`src/rtl/candidate_stream_sender_pkg.sv`:
```
// rtl/candidate_stream_sender_pkg.sv - widths and candidate record shared with the duplication filter
package candidate_stream_sender_pkg;

    localparam int LLR_Width  = 5;
    localparam int Q_Width    = 6;
    localparam int MAX_LLR    = 31;
    localparam int Filter_Cap = 32;

    typedef struct packed {
        logic [LLR_Width:0] llr;
        logic [Q_Width:0]   q;
    } cand_t;

endpackage

```
`src/rtl/cand_pingpong_buf.sv`:
```
// rtl/cand_pingpong_buf.sv - two candidate banks with commit flags; one write port, one read port
module cand_pingpong_buf
    import candidate_stream_sender_pkg::cand_t;
#(
    parameter int List_Len = 32,
    localparam int AW = $clog2(List_Len)
) (
    input  logic          clk,
    input  logic          rst_n,
    input  logic          wr_en_i,
    input  logic [AW-1:0] wr_addr_i,
    input  cand_t         wr_data_i,
    input  logic          wr_commit_i,
    output logic          wr_ready_o,
    output logic          send_pending_o,
    input  logic          swap_i,
    input  logic          release_i,
    input  logic [AW-1:0] rd_addr_i,
    output cand_t         rd_data_o
);

    cand_t      bank0_q [List_Len];
    cand_t      bank1_q [List_Len];
    logic       fill_sel_q, fill_sel_d;
    logic [1:0] committed_q, committed_d;
    logic       wr_ready_q, wr_ready_d;

    // The send bank is always the one the fill side is not pointing at.
    always_comb begin
        committed_d = committed_q;
        fill_sel_d  = fill_sel_q;
        if (wr_commit_i && wr_ready_q) begin
            committed_d[fill_sel_q] = 1'b1;
        end
        if (release_i) begin
            committed_d[~fill_sel_q] = 1'b0;
        end
        if (swap_i) begin
            fill_sel_d = ~fill_sel_q;
        end
        wr_ready_d = ~committed_d[fill_sel_d];
    end

    always_ff @(posedge clk or negedge rst_n) begin
        if (!rst_n) begin
            committed_q <= 2'b00;
            fill_sel_q  <= 1'b0;
            wr_ready_q  <= 1'b1;
        end else begin
            committed_q <= committed_d;
            fill_sel_q  <= fill_sel_d;
            wr_ready_q  <= wr_ready_d;
        end
    end

    // Contents survive reset; only the flags above are cleared.
    always_ff @(posedge clk) begin
        if (wr_en_i && wr_ready_q) begin
            if (fill_sel_q) begin
                bank1_q[wr_addr_i] <= wr_data_i;
            end else begin
                bank0_q[wr_addr_i] <= wr_data_i;
            end
        end
    end

    assign rd_data_o      = fill_sel_q ? bank0_q[rd_addr_i] : bank1_q[rd_addr_i];
    assign wr_ready_o     = wr_ready_q;
    assign send_pending_o = committed_q[fill_sel_q];

endmodule

```
`src/rtl/candidate_stream_sender.sv`:
```
// rtl/candidate_stream_sender.sv - streams committed candidate lists into the duplication filter
module candidate_stream_sender
    import candidate_stream_sender_pkg::cand_t;
#(
    parameter int LLR_Width  = candidate_stream_sender_pkg::LLR_Width,
    parameter int Q_Width    = candidate_stream_sender_pkg::Q_Width,
    parameter int List_Len   = 32,
    parameter int Filter_Cap = candidate_stream_sender_pkg::Filter_Cap
) (
    input  logic                        clk,
    input  logic                        rst_n,
    input  logic                        wr_en,
    input  logic [$clog2(List_Len)-1:0] wr_addr,
    input  logic [LLR_Width:0]          wr_llr,
    input  logic [Q_Width:0]            wr_q,
    input  logic                        wr_commit,
    output logic                        wr_ready,
    output logic                        Output_Valid,
    output logic [LLR_Width:0]          Output_LLR,
    output logic [Q_Width:0]            Output_Q,
    input  logic                        full,
    output logic                        msg_done,
    output logic                        order_err
);

    localparam int AW = $clog2(List_Len);
    localparam int IW = AW + 1;
    localparam int CW = $clog2(Filter_Cap + 2);

    localparam logic [1:0] ST_IDLE   = 2'd0;
    localparam logic [1:0] ST_PRIME  = 2'd1;
    localparam logic [1:0] ST_STREAM = 2'd2;
    localparam logic [1:0] ST_FLUSH  = 2'd3;

    localparam logic [IW-1:0] LAST_IDX  = IW'(List_Len);
    localparam logic [CW-1:0] CNT_FULL  = CW'(2);
    localparam logic [CW-1:0] CNT_DRAIN = CW'(Filter_Cap + 1);

    logic [1:0]         state_q, state_d;
    logic [IW-1:0]      idx_q, idx_d;
    logic [CW-1:0]      cnt_q, cnt_d, cnt_dec;
    logic               valid_q, valid_d;
    logic [LLR_Width:0] llr_q, llr_d;
    logic [Q_Width:0]   q_q, q_d;
    logic [LLR_Width:0] prev_llr_q, prev_llr_d;
    logic               err_q, err_d;
    logic               done_q, done_d;

    logic  swap, rel, send_pending;
    cand_t wr_data, rd_data;

    always_comb begin
        wr_data.llr = wr_llr;
        wr_data.q   = wr_q;
    end

    cand_pingpong_buf #(
        .List_Len(List_Len)
    ) u_buf (
        .clk           (clk),
        .rst_n         (rst_n),
        .wr_en_i       (wr_en),
        .wr_addr_i     (wr_addr),
        .wr_data_i     (wr_data),
        .wr_commit_i   (wr_commit),
        .wr_ready_o    (wr_ready),
        .send_pending_o(send_pending),
        .swap_i        (swap),
        .release_i     (rel),
        .rd_addr_i     (idx_q[AW-1:0]),
        .rd_data_o     (rd_data)
    );

    // The FSM runs one cycle ahead of the output registers: STREAM with index i
    // is presenting beat i while loading entry i; index List_Len presents the last entry.
    always_comb begin
        state_d    = state_q;
        idx_d      = idx_q;
        cnt_d      = cnt_q;
        valid_d    = valid_q;
        llr_d      = llr_q;
        q_d        = q_q;
        prev_llr_d = prev_llr_q;
        err_d      = err_q;
        done_d     = 1'b0;
        swap       = 1'b0;
        rel        = 1'b0;
        cnt_dec    = cnt_q - CW'(1);
        case (state_q)
            ST_IDLE: begin
                valid_d = 1'b0;
                if (send_pending) begin
                    swap    = 1'b1;
                    state_d = ST_PRIME;
                end
            end
            ST_PRIME: begin
                valid_d = 1'b1;
                llr_d   = rd_data.llr;
                q_d     = rd_data.q;
                idx_d   = '0;
                state_d = ST_STREAM;
            end
            ST_STREAM: begin
                if (full) begin
                    valid_d = 1'b0;
                    cnt_d   = CNT_FULL;
                    state_d = ST_FLUSH;
                end else if (idx_q == LAST_IDX) begin
                    valid_d = 1'b0;
                    cnt_d   = CNT_DRAIN;
                    state_d = ST_FLUSH;
                end else begin
                    valid_d    = 1'b1;
                    llr_d      = rd_data.llr;
                    q_d        = rd_data.q;
                    prev_llr_d = rd_data.llr;
                    idx_d      = idx_q + IW'(1);
                    if ((idx_q != '0) && (rd_data.llr < prev_llr_q)) begin
                        err_d = 1'b1;
                    end
                end
            end
            default: begin
                valid_d = 1'b0;
                cnt_d   = cnt_dec;
                if (cnt_dec == '0) begin
                    done_d  = 1'b1;
                    rel     = 1'b1;
                    idx_d   = '0;
                    state_d = ST_IDLE;
                end
            end
        endcase
    end

    always_ff @(posedge clk or negedge rst_n) begin
        if (!rst_n) begin
            state_q    <= ST_IDLE;
            idx_q      <= '0;
            cnt_q      <= '0;
            valid_q    <= 1'b0;
            llr_q      <= '0;
            q_q        <= '0;
            prev_llr_q <= '0;
            err_q      <= 1'b0;
            done_q     <= 1'b0;
        end else begin
            state_q    <= state_d;
            idx_q      <= idx_d;
            cnt_q      <= cnt_d;
            valid_q    <= valid_d;
            llr_q      <= llr_d;
            q_q        <= q_d;
            prev_llr_q <= prev_llr_d;
            err_q      <= err_d;
            done_q     <= done_d;
        end
    end

    assign Output_Valid = valid_q;
    assign Output_LLR   = llr_q;
    assign Output_Q     = q_q;
    assign msg_done     = done_q;
    assign order_err    = err_q;

endmodule

```
`config.mk`:
```
export PLATFORM = sky130hd
export DESIGN_NAME = candidate_stream_sender
export DESIGN_NICKNAME = d
export VERILOG_FILES = /design/src/rtl/candidate_stream_sender_pkg.sv /design/src/rtl/cand_pingpong_buf.sv /design/src/rtl/candidate_stream_sender.sv
export SDC_FILE = /design/constraint.sdc
export NUM_CORES = 1
export LEC_CHECK = 0
export ABC_AREA = 0
export BUFFER_PORTS_ARGS = -buffer_cell sky130_fd_sc_hd__buf_2
export CAP_MARGIN = 20
export CORE_UTILIZATION = 40
export DETAILED_ROUTE_END_ITERATION = 10
export GPL_TIMING_DRIVEN = 0
export PLACE_DENSITY_LB_ADDON = 0.15
export SLEW_MARGIN = 20
export SYNTH_ARGS = -nofsm -noshare
export SYNTH_HDL_FRONTEND = slang
export SYNTH_SLANG_ARGS = --single-unit
```
`constraint.sdc`:
```
create_clock -name clk -period 7.3 [get_ports clk]
set_input_delay 1.095 -clock clk [delete_from_list [all_inputs] [get_ports clk]]
set_output_delay 1.095 -clock clk [all_outputs]
set_load 0.005 [all_outputs]
```
==> results of run 1 <==
flip-flops by register name, summed over array words and instances, names as in the netlist:
register	cells
Output_Valid	1
order_err	1
Output_Q	7
state_q	2
u_buf.fill_sel_q	1
u_buf.bank0_q	416
u_buf.bank1_q	416
Output_LLR	6
prev_llr_q	6
u_buf.committed_q	2
msg_done	1
u_buf.wr_ready_o	1
idx_q	6
cnt_q	6
Yosys cell counts, drive strengths merged (6+ instances only):
master and n:
buf 52, nor3 12, mux4 206, nand3 12, a2111oi 10, ha 13, o21ai 27, nor2b 11
nand2 45, a21oi 30, o22ai 16, nor2 99, a31oi 8, clkbuf 39, inv 15, edfxtp 832
nand3b 6, mux2 27, dfrtp 39, mux2i 61, a211oi 11, nand4 7
report_power, final:
| group | switching, mW | leakage, nW | internal [mW] | total [mW] |
|---|---|---|---|---|
| Sequential | 0.0922 | 7.96 | 5.60 | 5.69 |
| Clock | 1.93 | 1.38 | 2.52 | 4.45 |
| Combinational | 2.06 | 3.08 | 1.28 | 3.34 |
stage by stage:
| stage | setup WS (ns) | utilization |
|---|---|---|
| 3_3_place_gp | 0.909 | 0.426 |
| 5_1_grt | 1.19 | 0.472 |
| 3_5_place_dp | 1.54 | 0.438 |
| 4_1_cts | 1.50 | 0.472 |
| 6_report | 1.23 | 0.472 |
| 2_1_floorplan | 3.81 | - |
layout make-up:
type / count / area (sq um) / share of cell area
Buffer: 91 / 502 / 0.0126
Clock buffer: 106 / 2310 / 0.0583
Clock inverter: 59 / 498 / 0.0125
Inverter: 16 / 60.1 / 0.00151
Multi-Input combinational cell: 667 / 7840 / 0.198
Sequential cell: 872 / 26000 / 0.655
Tap cell: 1134 / 1420 / 0.0358
Timing Repair Buffer: 100 / 1060 / 0.0268
tightest hold or removal path: stages (launching register included):
cell and delay (ns):
dfrtp_1 0.34, a21oi_1 0.04, o21ai_0 0.06
layer usage:
metal	vias to the layer above	part of all wire	wire length, microns	global-route usage
met4	12	0.030	3040	0.0789
li1	7224	-	-	-
met2	842	0.47	48100	0.382
met5	-	0.00084	86	0
met3	154	0.087	8900	0.0543
met1	9671	0.41	42000	0.330
path summary, 6_finish.rpt:
check	startpoint	end	slack (ns)	cells past startpoint
min in group asynchronous	rst_n	msg_done$_DFF_PN0_	0.57	1
worst min-delay path	order_err$_DFFE_PN0P_	order_err$_DFFE_PN0P_	0.48	2
worst max register to register	idx_q[2]$_DFFE_PN0P_	order_err$_DFFE_PN0P_	1.23	14
max in group asynchronous	rst_n	Output_LLR[2]$_DFFE_PN0P_	6.14	1
worst max-delay path	idx_q[2]$_DFFE_PN0P_	order_err$_DFFE_PN0P_	1.23	14
worst min register to register	order_err$_DFFE_PN0P_	order_err$_DFFE_PN0P_	0.48	2
kinds of logic (layout without fill, tap and decap cells):
family          count (synthesis)  after routing  share of synthesized area
compound gates                138            138                     0.0264
xor+xnor                        5              5                    0.00128
fa+ha+maj                      13             13                    0.00476
buf+inv                       107            372                     0.0163
flops                         872            872                      0.760
mux                           294            294                      0.162
simple gates                  217            217                     0.0291
==> flow_metrics.env, run 1 <==
export IMPL_gr_usage_all_layers=0.241
export IMPL_clk_latency_ns=0.66
export IMPL_final_common_cell="edfxtp_1"
export IMPL_synth_distinct_cells=59
export IMPL_worst_path_buf_inv=6
export IMPL_setup_worst_path_start_class="register"
export IMPL_cts_sinks=872
export IMPL_ir_drop_mv=0.266
export IMPL_firstDrtPassIters=6
export IMPL_rsz0062_at_grt="no"
export IMPL_hold_buffers=0
export IMPL_area_growth_pct=16.0
export IMPL_critPathCaptureType="register"
export IMPL_top_level_ports=40
export IMPL_cp_top_family="buffers and inverters"
export IMPL_antenna_found_initial=8
export IMPL_status="finished, final reports clean"
export IMPL_dp_cells=2880
export IMPL_grt_overflow_total=0
export IMPL_routedWlPerCell_microns=33.5
export IMPL_synth_yosys_seq_area_share=0.760
export IMPL_layout_cells_non_filler=3045
export IMPL_place_port_buffers=36
export IMPL_critPathMaxFanout=10
export IMPL_hp_class="reg -> reg"
export IMPL_crit_top_cell="buf_2"
export IMPL_fmax_mhz=165
export IMPL_yosysTopAreaCell="edfxtp_1"
export IMPL_setup_violations=0
export IMPL_die_area_sq_mm=0.0867
export IMPL_synth_top_area_frac=0.730
export IMPL_cts_buffer_depth=3
export IMPL_initial_core_util=0.407
export IMPL_power_density_mw_per_mm2=340
export IMPL_worstPathCellList="buf_2 > buf_2 > buf_2 > buf_2 > clkbuf_1 > o21ai_0 > a31oi_1 > inv_1 > ha_1 > a21o_1 > a21o_1 > a2111oi_0 > nand3b_1 > o21ai_0"
export IMPL_numCtsBuffers=89
export IMPL_netlist_instances=1646
export IMPL_clk_pin_slew_ns=0.06
export IMPL_synth_area_sq_mm=0.0342
export IMPL_slowest_delay_ns=0.78
export IMPL_synth_edff_count=832
export IMPL_drc_errors=0
export IMPL_dpl_hpwl_microns=69500
export IMPL_tns_ns=0
export IMPL_drt_wl_total_microns=102000
export IMPL_fin_skew_ns=0.0221
export IMPL_syn_num_nets=1682
export IMPL_final_net_count=1873
export IMPL_core_area_sq_mm=0.0841
export IMPL_drive_gt1_frac=0.303
export IMPL_routabilityCongestion=0.872
export IMPL_drv_cap=0
export IMPL_cts_setup_buffers=0
export IMPL_cp_slowest_cell="clkbuf_1"
export IMPL_route_vias_total=17900
export IMPL_ys_ff_latch=872
export IMPL_cts_resized=0
export IMPL_n_antenna_cell=0
export IMPL_crit_arrival_ns=6.63
export IMPL_initialDrtViolationCount=1910
export IMPL_num_rows=106
export IMPL_post_drt_via_cell_ratio=5.88
export IMPL_power_total_mw=13.5
export IMPL_cp_required_ns=7.86
export IMPL_grt_pass1_vias=18000
export IMPL_finalCritPeriodShare=0.831
export IMPL_yosys_top_cells_area="edfxtp_1 73%, mux4_2 14%, dfrtp_1 2.9%, mux2i_1 1.8%, nor2_1 1.1%"
export IMPL_grt_max_degree=65
export IMPL_syn_area_per_cell_sq_um=20.8
export IMPL_slew_headroom=0.178
export IMPL_root_buffer="clkbuf_16"
export IMPL_yosys_warnings=0
export IMPL_fin_area_sq_mm=0.0397
export IMPL_die_y_microns=294
export IMPL_synth_async_reset_ratio=0.0459
export IMPL_worstMarginPinSlew_ns=1.23
export IMPL_whs_ns=0.481
export IMPL_die_x_microns=294
export IMPL_h_tree_depth=3
export IMPL_drv_slew=0
export IMPL_synth_flop_cell="edfxtp_1"
export IMPL_ant_nets=0
export IMPL_place_area_sq_mm=0.0369
export IMPL_mostFrequentLayoutCells="832 x edfxtp_1, 206 x mux4_2, 90 x clkbuf_16"
export IMPL_finalHoldViolCount=0
export IMPL_fillers=7021
export IMPL_worstSetupPathType="reg -> reg"
export IMPL_final_min_clock_period_ns=6.07
export IMPL_grt_pass1_wl_microns=143000
export IMPL_leakage_nw=12.4
export IMPL_cts_tree="done"
No activity file was read; power rests on OpenSTA's default activity.
==> inputs of run 2 (changes only) <==
==> constraint.sdc (replaced) <==
create_clock -name clk -period 5.9 [get_ports clk]
set_input_delay 0.885 -clock clk [delete_from_list [all_inputs] [get_ports clk]]
set_output_delay 0.885 -clock clk [all_outputs]
set_load 0.005 [all_outputs]
==> run 2 against run 1 <==
Net effect:
- critical endpoint unchanged
- combinational power grew 23%
- count of clock-buffer cells in the layout stayed put
- largest cell class unchanged
- sequential power rose by 24%
==> flow_metrics.env, run 2 (same netlist as run 1, synthesis figures left out) <==
export IMPL_status="finished, final reports clean"
export IMPL_n_antenna_cell=0
export IMPL_cp_depth=13
export IMPL_regArea_sq_mm=0.0260
export IMPL_power_density_mw_per_mm2=420
export IMPL_fin_ws_ns=0.269
export IMPL_grt_overflow_total=0
export IMPL_ir_drop_mv=0.330
export IMPL_hp_class="in -> async"
export IMPL_route_vias_total=17800
export IMPL_slowest_delay_ns=0.92
export IMPL_drv_slew=0
export IMPL_routedWlPerCell_microns=33.5
export IMPL_num_rows=106
export IMPL_drive_gt1_frac=0.304
export IMPL_drc_errors=0
export IMPL_cp_required_ns=6.46
export IMPL_finalCritPeriodShare=0.954
export IMPL_clkPwrFrac=0.330
export IMPL_grt_max_degree=65
export IMPL_initial_core_util=0.407
export IMPL_gr_usage_all_layers=0.241
export IMPL_layout_cells_non_filler=3043
export IMPL_fin_area_sq_mm=0.0397
export IMPL_p_int_mw=11.6
export IMPL_place_port_buffers=36
export IMPL_fmax_mhz=178
export IMPL_clk_pin_slew_ns=0.06
export IMPL_cts_sinks=872
export IMPL_grt_pass1_vias=18000
export IMPL_critPathCaptureType="register"
export IMPL_p_comb_frac=0.247
export IMPL_firstDrtPassIters=6
export IMPL_grt_pass1_wl_microns=143000
export IMPL_multi_input_area_sq_mm=0.00784
export IMPL_core_area_sq_mm=0.0841
export IMPL_leakage_nw=12.4
export IMPL_initialDrtViolationCount=2039
export IMPL_worstMarginPinSlew_ns=1.18
export IMPL_dp_cells=2880
export IMPL_routabilityCongestion=0.872
export IMPL_crit_arrival_ns=6.19
export IMPL_power_total_mw=16.6
export IMPL_worstRegToRegCells=13
export IMPL_die_y_microns=294
export IMPL_final_net_count=1871
export IMPL_setup_violations=0
export IMPL_post_drt_via_cell_ratio=5.86
export IMPL_finalHoldViolCount=0
export IMPL_top_level_ports=40
export IMPL_final_common_cell="edfxtp_1"
export IMPL_tns_ns=0
export IMPL_critPathMaxFanout=10
export IMPL_cp_slowest_cell="clkbuf_1"
export IMPL_p_sw_frac=0.302
export IMPL_worstPathCellList="buf_2 > buf_2 > clkbuf_1 > clkbuf_1 > nor2_1 > a2111oi_0 > o32ai_1 > ha_1 > a21o_1 > a21o_1 > a2111oi_0 > nand3b_1 > o21ai_0"
export IMPL_dpl_hpwl_microns=69500
export IMPL_die_area_sq_mm=0.0867
export IMPL_fin_skew_ns=0.0220
export IMPL_h_tree_depth=3
export IMPL_worst_path_buf_inv=4
export IMPL_place_area_sq_mm=0.0369
export IMPL_clk_latency_ns=0.65
export IMPL_seqPwrFrac=0.423
export IMPL_setup_worst_path_start_class="register"
export IMPL_antenna_found_initial=8
export IMPL_cts_setup_buffers=0
export IMPL_place_ws_ns=0.144
export IMPL_drt_wl_total_microns=102000
export IMPL_ant_nets=0
export IMPL_cts_tree="done"
export IMPL_switchingPower_mw=5.02
export IMPL_final_min_clock_period_ns=5.63
export IMPL_mostFrequentLayoutCells="832 x edfxtp_1, 206 x mux4_2, 90 x clkbuf_16"
export IMPL_cp_top_family="buffers and inverters"
export IMPL_rsz0062_at_grt="no"
export IMPL_fillers=7020
export IMPL_hold_buffers=0
export IMPL_numCtsBuffers=89
export IMPL_cts_buffer_depth=3
export IMPL_slew_headroom=0.211
export IMPL_die_x_microns=294
export IMPL_drv_cap=0
export IMPL_root_buffer="clkbuf_16"
export IMPL_area_growth_pct=16.0
export IMPL_worstSetupPathType="reg -> reg"
==> run 2: cell count changes in the layout (fill, tap and decap cells not counted), sizes merged <==
cell,delta
buf,-2
==> run 2: power by group through the flow <==
stage / clock network (mW) / logic [mW] / registers (mW)
2_1_floorplan: 0 / 2.43 / 7.14
3_3_place_gp: 0 / 4.04 / 7.17
3_5_place_dp: 0 / 4.09 / 7.17
4_1_cts: 5.58 / 4.11 / 7.04
5_1_grt: 5.80 / 4.32 / 7.06
6_report: 5.50 / 4.11 / 7.04
==> run 2: what timing repair did <==
item | in CTS | in global routing
hold endpoints to repair | 0 | 0
setup endpoints to repair | 0 | 1
resized for setup | 0 | 3
==> run 2: cell type report <==
class | instances | area share
sequential | 872 | 0.655
clock buffer | 106 | 0.0583
tap | 1134 | 0.0358
multi-input combinational | 667 | 0.198
clock inverter | 59 | 0.0126
timing repair buffer | 100 | 0.0268
inverter | 16 | 0.00151
buffer | 89 | 0.0125
==> run 2: routing by layer <==
metal,track usage,vias to the layer above,share of wire
met2,0.382,871,0.47
met5,0,-,0.00079
met4,0.0789,12,0.030
met1,0.330,9548,0.41
li1,-,7221,-
met3,0.0543,165,0.088
==> run 2: stage by stage <==
stage	hold slack (ns)	util
after global placement	0.478	0.426
after floorplan	0.457	-
after CTS	0.372	0.472
after global routing	0.439	0.472
final	0.366	0.472
after detailed placement	0.474	0.438
==> run 2: worst reg2reg max path, delay by kind of cell, from the launching register on <==
family | cells | cell delay, ns
buffers and inverters | 4 | 2.47
AOI/OAI and AO/OA | 6 | 2.02
adders and majority gates | 1 | 0.41
DFF | 1 | 0.32
and+or+nand+nor | 2 | 0.31
==> run 2: path summary, 6_finish.rpt <==
check / from / endpoint / slack, ns
min in group clk: order_err$_DFFE_PN0P_ / order_err$_DFFE_PN0P_ / 0.48
min reg2reg: order_err$_DFFE_PN0P_ / order_err$_DFFE_PN0P_ / 0.48
max in group asynchronous: rst_n / Output_LLR[2]$_DFFE_PN0P_ / 4.94
max: idx_q[3]$_DFFE_PN0P_ / order_err$_DFFE_PN0P_ / 0.27
min: rst_n / msg_done$_DFF_PN0_ / 0.37
max reg2reg: idx_q[3]$_DFFE_PN0P_ / order_err$_DFFE_PN0P_ / 0.27
